File: config.mk
export PLATFORM = sky130hd
export DESIGN_NAME = pc_sequencer
export DESIGN_NICKNAME = d
export VERILOG_FILES = /design/src/rtl/pc_sequencer_pkg.sv /design/src/rtl/pc_sequencer.sv
export SDC_FILE = /design/constraint.sdc
export NUM_CORES = 1
export LEC_CHECK = 0
export CAP_MARGIN = 20
export CORE_ASPECT_RATIO = 0.9
export CORE_MARGIN = 4
export CORE_UTILIZATION = 35
export CTS_BUF_LIST = sky130_fd_sc_hd__clkbuf_2
export DETAILED_ROUTE_END_ITERATION = 12
export PLACE_DENSITY_LB_ADDON = 0.08
export SLEW_MARGIN = 5
export SYNTH_ARGS = -nofsm -noshare
export SYNTH_HDL_FRONTEND = slang
export SYNTH_SLANG_ARGS = --single-unit
File: constraint.sdc
create_clock -name Clock -period 1.8 [get_ports Clock]
set_clock_uncertainty 0.05 [all_clocks]
set_input_delay 0.27 -clock Clock [delete_from_list [all_inputs] [get_ports Clock]]
set_output_delay 0.27 -clock Clock [all_outputs]
set_load 0.05 [all_outputs]
File: src/rtl/pc_sequencer_pkg.sv
// Shared CPU constants and the PC sequencer state encoding.
package pc_sequencer_pkg;

  localparam int unsigned CPU_ADDR_W = 24;
  localparam int unsigned CPU_CNT_W  = 16;

  typedef enum logic [1:0] {
    PCS_RUN    = 2'b00,
    PCS_HALTED = 2'b01,
    PCS_STEP   = 2'b10
  } pcs_state_e;

endpackage

File: src/rtl/pc_sequencer.sv
// Program-counter stage: registers the next-PC mux output, provides PC+1, and
// gates PC update / commit with a RUN/HALTED/STEP debug state machine.
module pc_sequencer
  import pc_sequencer_pkg::*;
#(
  parameter int unsigned          ADDR_W    = CPU_ADDR_W,
  parameter logic [ADDR_W-1:0]    RESET_VEC = '0,
  parameter int unsigned          CNT_W     = CPU_CNT_W
) (
  input  logic              Clock,
  input  logic              Reset,
  input  logic [ADDR_W-1:0] NextPC,
  input  logic              Halt,
  input  logic              RunReq,
  input  logic              StepReq,
  output logic [ADDR_W-1:0] PC,
  output logic [ADDR_W-1:0] PCPlus1,
  output logic              Commit,
  output logic              Running,
  output logic [CNT_W-1:0]  InstrCount
);

  pcs_state_e        state_q, state_d;
  logic [ADDR_W-1:0] pc_q, pc_d;
  logic [CNT_W-1:0]  cnt_q, cnt_d;
  logic              retire_s;

  // An instruction retires only while executing and not sitting on a HALT opcode.
  assign retire_s   = ((state_q == PCS_RUN) || (state_q == PCS_STEP)) && !Halt;

  assign PC         = pc_q;
  assign PCPlus1    = pc_q + ADDR_W'(1);
  assign Commit     = retire_s;
  assign Running    = (state_q != PCS_HALTED);
  assign InstrCount = cnt_q;

  // Next-state, next-PC and retired-count logic.
  always_comb begin
    state_d = state_q;
    pc_d    = pc_q;
    cnt_d   = cnt_q;
    if (retire_s) begin
      pc_d  = NextPC;
      cnt_d = cnt_q + CNT_W'(1);
    end else begin
      pc_d  = pc_q;
      cnt_d = cnt_q;
    end
    case (state_q)
      PCS_RUN: begin
        if (Halt) begin
          state_d = PCS_HALTED;
        end else begin
          state_d = PCS_RUN;
        end
      end
      PCS_HALTED: begin
        // RunReq takes priority when both debug requests arrive together.
        if (RunReq) begin
          state_d = PCS_RUN;
        end else if (StepReq) begin
          state_d = PCS_STEP;
        end else begin
          state_d = PCS_HALTED;
        end
      end
      PCS_STEP: begin
        state_d = PCS_HALTED;
      end
      default: begin
        state_d = PCS_HALTED;
      end
    endcase
  end

  // State, PC and counter registers.
  always_ff @(posedge Clock or posedge Reset) begin
    if (Reset) begin
      state_q <= PCS_RUN;
      pc_q    <= RESET_VEC;
      cnt_q   <= '0;
    end else begin
      state_q <= state_d;
      pc_q    <= pc_d;
      cnt_q   <= cnt_d;
    end
  end

endmodule

**Word-level counts from Yosys, hierarchy flattened**

Index checks and enable logic that the tools add are counted.
Widths: inputs -> output; s select.

- Add/subtract/negate cells: 2
- Equality and inequality tests: 3
- Mux-type cells: 4
- Reduce and logical (&&, ||, !) cells: 4

Operator list:

| cell | count |
|---|---|
| $add 24x1->24 const B | 1 |
| $add 16x1->16 const B | 1 |
| $mux 2 | 2 |
| $pmux 2 s2 | 1 |
| $eq 2x1->1 const B | 1 |
| $eq 2x2->1 const B | 1 |
| $logic_not 2->1 | 1 |
| $ne 2x1->1 const B | 1 |
| $logic_and 1x1->1 | 1 |
| $logic_not 1->1 | 1 |
| $logic_or 1x1->1 | 1 |
| $mux 1 | 1 |

- Register bits after elaboration: 42
- Bits of input ports: 29
- Output and inout bits: 66
- Logic and storage cells: 16

**Depth between registers and ports, before layout**

Gate-level depths: netlist (run 1).

- Word-level depth: 3
- Depth in mapped cells: 5
- Mapped depth without buffers: 5

**Least setup slack after synthesis (run 1)**

Ideal clock, no wire load.

- Path type: reg-to-output
- Start: reg pc_q[1] (netlist: PC[1])
- End: out PCPlus1[16]
- Data arrival time: 2372 ps
- Required time: 1480 ps
- Path slack: -892 ps
- Stages on the path, launching flop included: 6
- Path buffers: 0
- Cell sequence: dfrtp_1 ha_1 and4_4 and4_4 nand3_1 xnor2_1

- Longest elaborated chain between the ends: 1

RTL lines:

| element | line | text |
|---|---|---|
| from (decl) | pc_sequencer.sv:24 | `logic [ADDR_W-1:0] pc_q, pc_d;` |
| from (signal assigned) | pc_sequencer.sv:84 | `pc_q <= pc_d;` |
| $add 24x1->24 | pc_sequencer.sv:32 | `assign PCPlus1 = pc_q + ADDR_W'(1);` |
| to (decl) | pc_sequencer.sv:17 | `output logic [ADDR_W-1:0] PCPlus1,` |

No other way between the ends.

**Worst setup path in the final report (run 1)**

- Start: reg pc_q[8] (netlist: PC[8])
- End: out PCPlus1[15]

Same word-level chain as after synthesis.

==> results.md, run 1 <==
- The filler cells instantiated in the layout total 370.
- The average cell area after synthesis is 12.0 um2.
- The violation count after the first detailed-routing iteration is 32.
- Once the floorplan was initialized, standard cells occupied 36.7% of the core.
- For this design the top-level I/O count stands at 95.
- In the synthesized netlist the async set-or-reset flop fraction comes to 100%.
- In the post-route analysis, the smallest setup slack over all paths is -0.514 ns.
- The post-detailed-route via-to-cell ratio is 4.82.
- The critical path class is reg2out.
- The final setup violation count is 20.
- Counting cells, the worst reg-to-reg path comes to 6.
- The synthesized net count is 208.
- The timing startpoint of the critical path is PC[8].
- The congestion estimate from routability-driven global placement came to 0.741.
- The worst slack at placement is -0.132 ns.
- STA puts the critical path data required time at 1.48 ns.
- The clock slew at the register clock pins of the worst setup and hold paths is 0.22 ns.
- At the pin with the least slew margin, the transition time is 0.321 ns.
- The number of design rule violations left after detail routing is 0.
- The number of buffers between clock root and the deepest sink is 2.
- The number of antenna repair diodes is 0.
- The sequential cells in the finished layout cover a total of 1080 um2.
- The checks that failed: negative setup slack.
- The most used flip-flop cell after synthesis is sky130_fd_sc_hd__dfrtp_1.
- The worst flop-to-flop path startpoint is InstrCount[0].
- The final hold violation count is 0.
- The number of enable-type register cells in the synthesized netlist is 0.
- The later-pin clock latency in the skew report is 0.39 ns.
- The data arrival at the endpoint of the critical path is 1.99 ns.
- The number of nets in the layout is 358.
- The via count is 1917.
- The area growth from synthesis to layout is 107%.
- The first global-routing pass estimated 10.7 mm of wire.
- The cell area after synthesis is 2120 um2.
- Global routing finished with a remaining overflow of 0.
- The sum of negative setup slack is -7.50 ns.
- The number of synthesized register bits is 42.
- The final layout contains routed wiring with a total length of 6.39 mm.
- The worst hold path belongs to the class in2async.
- The type of destination of the critical path is a primary output.
- The initial antenna violation count was 0.
- Dividing the detail-routed wire length by the instance count gives 16.0 um.
- The total iterations of the first detailed-routing run is 4.
- Setup repair after global routing could not meet its margin everywhere.
- Synthesis produced a netlist whose cell count is 177.
- The initialized floorplan defines 26 standard-cell rows.
- The worst setup path is launched from a flop.
- The most common cell after layout, fill and taps aside is sky130_fd_sc_hd__buf_4.
- Summing all multi-input logic gate instances after layout gives 1570 um2.
- The count of buffers added on input and output ports is 94.
- The number of pins exceeding their max-slew limit in the final report is 0.
- Based on the critical path, the design can be clocked at up to 0.432 GHz.
- The maximum fanout encountered on the critical timing path is 4.
- The floorplan step defined a die boundary enclosing 7380 um2.
- The maximum number of pins on one net before global-route repair is 25.
- The time the final worst path needs with I/O delays and setup is 2.31 ns.
- In this run, distinct cell masters in the synthesized netlist total 29.
- Measured along the y axis, the die boundary spans 81.9 um.
- For this run, the total global-route usage over all layers was measured as 18.2%.
- The number of hold buffers added after CTS was 0.
- The die is 90.1 um wide.
- The H-tree was split into 2 levels.
- CTS saw 42 sinks.
- The number of global-route vias before repair came to 2091.
- The TritonCTS clock tree is built.
- The share of synthesized area occupied by flip-flops and latches is 49.5%.
- The region available for standard cell placement spans 5790 um2.
- The post-route fraction of the period consumed by the critical path is 129%.
- The run finished, with violations left.
- The Yosys step of the flow raised 0 warnings.
- The number of nets with antenna violations after routing is 0.
- Across the run, the number of max-cap violations was 0.
- The library cells used most frequently in the layout, excluding fill and tap cells, are sky130_fd_sc_hd__buf_4 (78), sky130_fd_sc_hd__buf_12 (29), sky130_fd_sc_hd__clkdlybuf4s50_1 (28).
- In this run the tightest slew margin relative to its limit is 78.5%.
- The estimated wirelength of the detail-placed design is 4.84 mm.
- The number of buffers created by CTS is 5.
- The cell chosen for the clock root is sky130_fd_sc_hd__clkbuf_2.
- The layout cell share with drive strength beyond 1 is 68.3%.
==> final cells by class <==
type | count | area share (%)
clock buffers | 6 | 0.682
clock inverters | 2 | 0.852
inverters | 4 | 0.341
multi-input cells | 128 | 35.5
flip-flops and latches | 42 | 24.6
well taps | 70 | 1.99
repair buffers | 146 | 36.0
==> Yosys cell counts (2+ instances only) <==
master	instances	area, um2
sky130_fd_sc_hd__nor2_1	2	7.51
sky130_fd_sc_hd__ha_1	2	25.0
sky130_fd_sc_hd__and4_4	3	33.8
sky130_fd_sc_hd__and3_1	3	18.8
sky130_fd_sc_hd__o21ai_0	3	15.0
sky130_fd_sc_hd__and4_1	4	35.0
sky130_fd_sc_hd__and2_2	2	15.0
sky130_fd_sc_hd__xnor2_1	24	210
sky130_fd_sc_hd__xor2_1	12	105
sky130_fd_sc_hd__nor4_4	2	42.5
sky130_fd_sc_hd__nand2_1	15	56.3
sky130_fd_sc_hd__buf_2	3	15.0
sky130_fd_sc_hd__dfrtp_1	42	1050
sky130_fd_sc_hd__mux2_2	22	248
sky130_fd_sc_hd__nand2b_1	2	12.5
sky130_fd_sc_hd__nor3_1	4	20.0
sky130_fd_sc_hd__nand3_1	13	65.1
sky130_fd_sc_hd__inv_1	4	15.0
sky130_fd_sc_hd__nand4_1	5	31.3
==> per-layer routing <==
metal | global-route usage, % | routed length [um] | up-vias
met1 | 20.4 | 2440 | 952
met3 | 4.40 | 294 | 2
met5 | 0 | 0 | -
met4 | 2.75 | 19 | 0
li1 | - | - | 912
met2 | 36.1 | 3630 | 51
==> registers in the layout (all words and copies together) (netlist names) <==
signal / flops
PC: 24
InstrCount: 16
state_q: 2
==> logic make-up (layout without fill, tap and decap cells) <==
logic type	Yosys count	in the layout	synth area share, %
simple gates	62	62	19.3
flops	42	42	49.5
xor+xnor	37	37	15.6
mux	22	22	11.7
buf+inv	7	158	1.41
compound gates	5	5	1.41
fa+ha+maj	2	2	1.18
==> critical path, cell delays in order, from the launching register on <==
cell and delay, ns:
sky130_fd_sc_hd__dfrtp_2 0.41, sky130_fd_sc_hd__and4_4 0.28, sky130_fd_sc_hd__nand4_4 0.16, sky130_fd_sc_hd__buf_4 0.18
sky130_fd_sc_hd__nor3_2 0.12, sky130_fd_sc_hd__buf_4 0.16, sky130_fd_sc_hd__xor2_4 0.16, sky130_fd_sc_hd__buf_12 0.15
==> stage by stage <==
stage | area (um2) | hold WS, ns | instances | utilization (%)
2_1_floorplan | 2510 | 0.290 | 177 | -
3_3_place_gp | 4010 | 0.394 | 380 | 69.2
3_5_place_dp | 4010 | 0.413 | 380 | 69.2
4_1_cts | 4320 | 0.108 | 396 | 74.7
5_1_grt | 4410 | 0.118 | 398 | 76.1
6_report | 4410 | 0.132 | 398 | 76.1
==> timing repair <==
item                                    in CTS  in global routing
pin swaps                                   12                 14
endpoints found under the setup margin      23                 23
resized for setup                           31                  9
cloned                                       0                  1
buffers inserted                             9                  3
==> path summary, 6_finish.rpt <==
kind                            endpoint  slack [ns]
max                          PCPlus1[15]       -0.51
min                        InstrCount[5]        0.13
max reg2reg                InstrCount[8]        0.21
min reg2reg                   state_q[0]        0.44
max in group asynchronous         PC[10]        1.26
min in group Clock            state_q[1]        0.36
Power of run 1 is left out: the tool's default activity adds up to more than one toggle a clock period on the data nets, which glitch-free logic cannot reach.
==> run 2, diff against run 1 <==
Settings changed: CELL_PAD_IN_SITES_DETAIL_PLACEMENT from default to 0, CELL_PAD_IN_SITES_GLOBAL_PLACEMENT from default to 1, CORE_UTILIZATION 35 to 33, CTS_CLUSTER_DIAMETER from default to 80.
==> run 2 against run 1 <==
Compared with the run above: the flow still finishes with violations (negative setup slack); non-clock buffer count fell by 2; wire length fell by 4.1%; core utilization fell by 6.2 points; fmax fell by 0.75%; worst hold slack got worse by 0.076 ns; final cell count rose by 3.8%; sequential share of layout area rose by 0.50 points; register-to-register slack improved by 0.02 ns; final area fell by 2.0%; die area rose by 5.5%; clock-buffer cell count fell by 1; first-iteration DRC count fell by 19%; critical endpoint is now PCPlus1[20].
==> results.md, run 2 (synthesis gave the netlist of run 1 again) <==
- The die area is 7790 um2.
- The relative area change from synthesis to final layout is 103%.
- The number of nets with antenna violations after routing is 0.
- Once the floorplan was initialized, standard cells occupied 34.4% of the core.
- The kind of cell with the highest combined delay along the critical path is simple AND/OR/NAND/NOR gates.
- The later-pin clock latency in the skew report is 0.41 ns.
- In this run the core area contains 27 standard-cell rows.
- For this block, the initial DRC count from the detailed router was 26.
- The pre-antenna-repair detailed-routing pass consisted of 4 iterations.
- The number of filler cells placed in the layout is 450.
- The met2 wire length is 3.20 mm.
- The average wire per cell in the routed design is 14.8 um.
- The most common cell after layout, fill and taps aside is sky130_fd_sc_hd__buf_4.
- For this block, the via count after detailed routing is 1865.
- After legalization and detailed placement, the total HPWL measured 4.81 mm.
- The final hold violation count came to 0.
- The total congestion overflow is 0.
- On the worst path, the slowest cell contributes a delay of 0.46 ns.
- In the layout the commonest cells are sky130_fd_sc_hd__buf_4 (79), sky130_fd_sc_hd__clkdlybuf4s50_1 (28), sky130_fd_sc_hd__buf_12 (28).
- The checks that failed: negative setup slack.
- The tree is rooted in a sky130_fd_sc_hd__clkbuf_2.
- The sum of buffers and inverters on the critical path is 1.
- The total of buffers placed on input and output ports is 94.
- The maximum number of pins on one net before global-route repair is 28.
- The weighted congestion at the end of routability-driven global placement is 0.792.
- The clock passes through at most 2 buffers.
- Of the cells placed in the final design, the portion with a size suffix greater than 1 is 67.5%.
- The maximum fanout encountered on the critical timing path is 5.
- The clock slew at the register clock pins of the worst setup and hold paths is 0.23 ns.
- The flow ran to the end, but the final reports show violations.
- The path class of the tightest hold or removal check is in2async.
- The data arrival at the endpoint of the critical path is 2.01 ns.
- Wires add up to 6.12 mm.
- The number of pins exceeding their max-slew limit in the final report is 0.
- The sum of negative setup slack is -8.53 ns.
- The core occupancy in the finished layout is 69.8%.
- The critical path class is reg2out.
- The time the final worst path needs with I/O delays and setup is 2.33 ns.
- The number of buffers created by CTS is 5.
- Data on the critical path is required at its endpoint by 1.48 ns.
- The number of nets in the layout is 356.
- The H-tree depth is 2.
- The worst setup path is launched from a flop.
- The first global-routing pass estimated 10.0 mm of wire.
- The number of antenna repair diodes is 0.
- The most repeated library cell on the critical path is sky130_fd_sc_hd__and4_4.
- Setup slack on the critical path of the routed design comes to -0.532 ns.
- The initial antenna violation count is 0.
- The register with the most flip-flops in the layout has 24 of them.
- The quantity of hold-fixing buffers added after cts is 0.
- The tool flagged a number of max-cap violations equal to 0.
- The top metal layer carrying routed signals is met4.
- The floorplan die height is 84.1 um.
- The number of global-route vias before repair is 2022.
- The slowest stage of the critical path is the sky130_fd_sc_hd__dfrtp_2 cell.
- The signal on the critical path passes through ha_4 -> and4_4 -> and4_4 -> and3_4 -> xor2_4 -> buf_12.
- The total track usage is 16.2%.
- Setup repair after global routing could not meet its margin everywhere.
- The TritonCTS clock tree is built.
- The final setup violation count is 22.
- For the pin with the worst max-slew slack, the measured transition is 0.358 ns.
- The upper clock frequency limit is 0.429 GHz.
- The relative slew slack is 76.1%.
- The number of design rule violations left after detail routing is 0.
- The placeable core region is 6180 um2.
- Across all hold checks on the routed design, the worst slack comes to 0.0553 ns.
- 95 I/O pins were placed.
- The number of clock sinks is 42.
- The length of routed met3 wiring is 296 um.
- The post-route fraction of the period consumed by the critical path is 130%.
- From left edge to right edge, the die measures 92.6 um.
- The post-route met1 wirelength is 2.51 mm.
- The post-detailed-route via-to-cell ratio is 4.52.
- The type of destination of the critical path is a primary output.
run 2: cell count changes in the layout (fill, tap and decap cells not counted), sizes merged:
cell and change:
buf -1, clkinv +2, bufinv -1, clkbuf -2
run 2: final timing paths:
check,start,endpoint,slack (ns),depth (start not counted)
worst min-delay path,Reset,InstrCount[12],0.06,2
worst max-delay path,PC[1],PCPlus1[20],-0.53,6
max in group asynchronous,Reset,PC[8],1.16,3
min in group Clock,NextPC[0],PC[0],0.33,3
worst min register to register,InstrCount[15],InstrCount[15],0.44,1
worst max register to register,InstrCount[0],InstrCount[8],0.23,6
run 2: what timing repair did:
item	in CTS	in global routing
setup buffers	7	7
gates resized for setup	16	19
endpoints found under the setup margin	23	23
pin swaps	13	16
run 2: layer usage:
| layer | GRT usage (%) | up-vias |
|---|---|---|
| met5 | 0 | - |
| met4 | 4.99 | 0 |
| met3 | 3.61 | 13 |
| met2 | 28.4 | 55 |
| met1 | 19.7 | 892 |
| li1 | - | 905 |
run 2: worst register-to-register path, stage by stage, from the launching register on:
cell	delay (ns)
sky130_fd_sc_hd__dfrtp_2	0.46
sky130_fd_sc_hd__ha_1	0.20
sky130_fd_sc_hd__nand2_1	0.08
sky130_fd_sc_hd__nor4_2	0.20
sky130_fd_sc_hd__buf_4	0.17
sky130_fd_sc_hd__and4_1	0.20
sky130_fd_sc_hd__xor2_1	0.14
run 2: layout make-up:
class	instances	area [um2]	area share (%)
multi-input combinational	128	1540	35.6
sequential	42	1080	25.1
clock inverter	3	16.3	0.377
tap	87	109	2.52
clock buffer	5	25.0	0.580
inverter	4	15.0	0.348
timing repair buffer	144	1540	35.6
run 2: through the flow:
stage,cell area [um2],setup slack (ns),std cells
finish,4320,-0.532,413
global route,4320,-0.660,413
floorplan,2510,-0.274,177
global placement,3990,-0.0624,392
CTS,4170,-0.570,407
detailed placement,3990,-0.129,392
Power of run 2 is left out for the same reason.
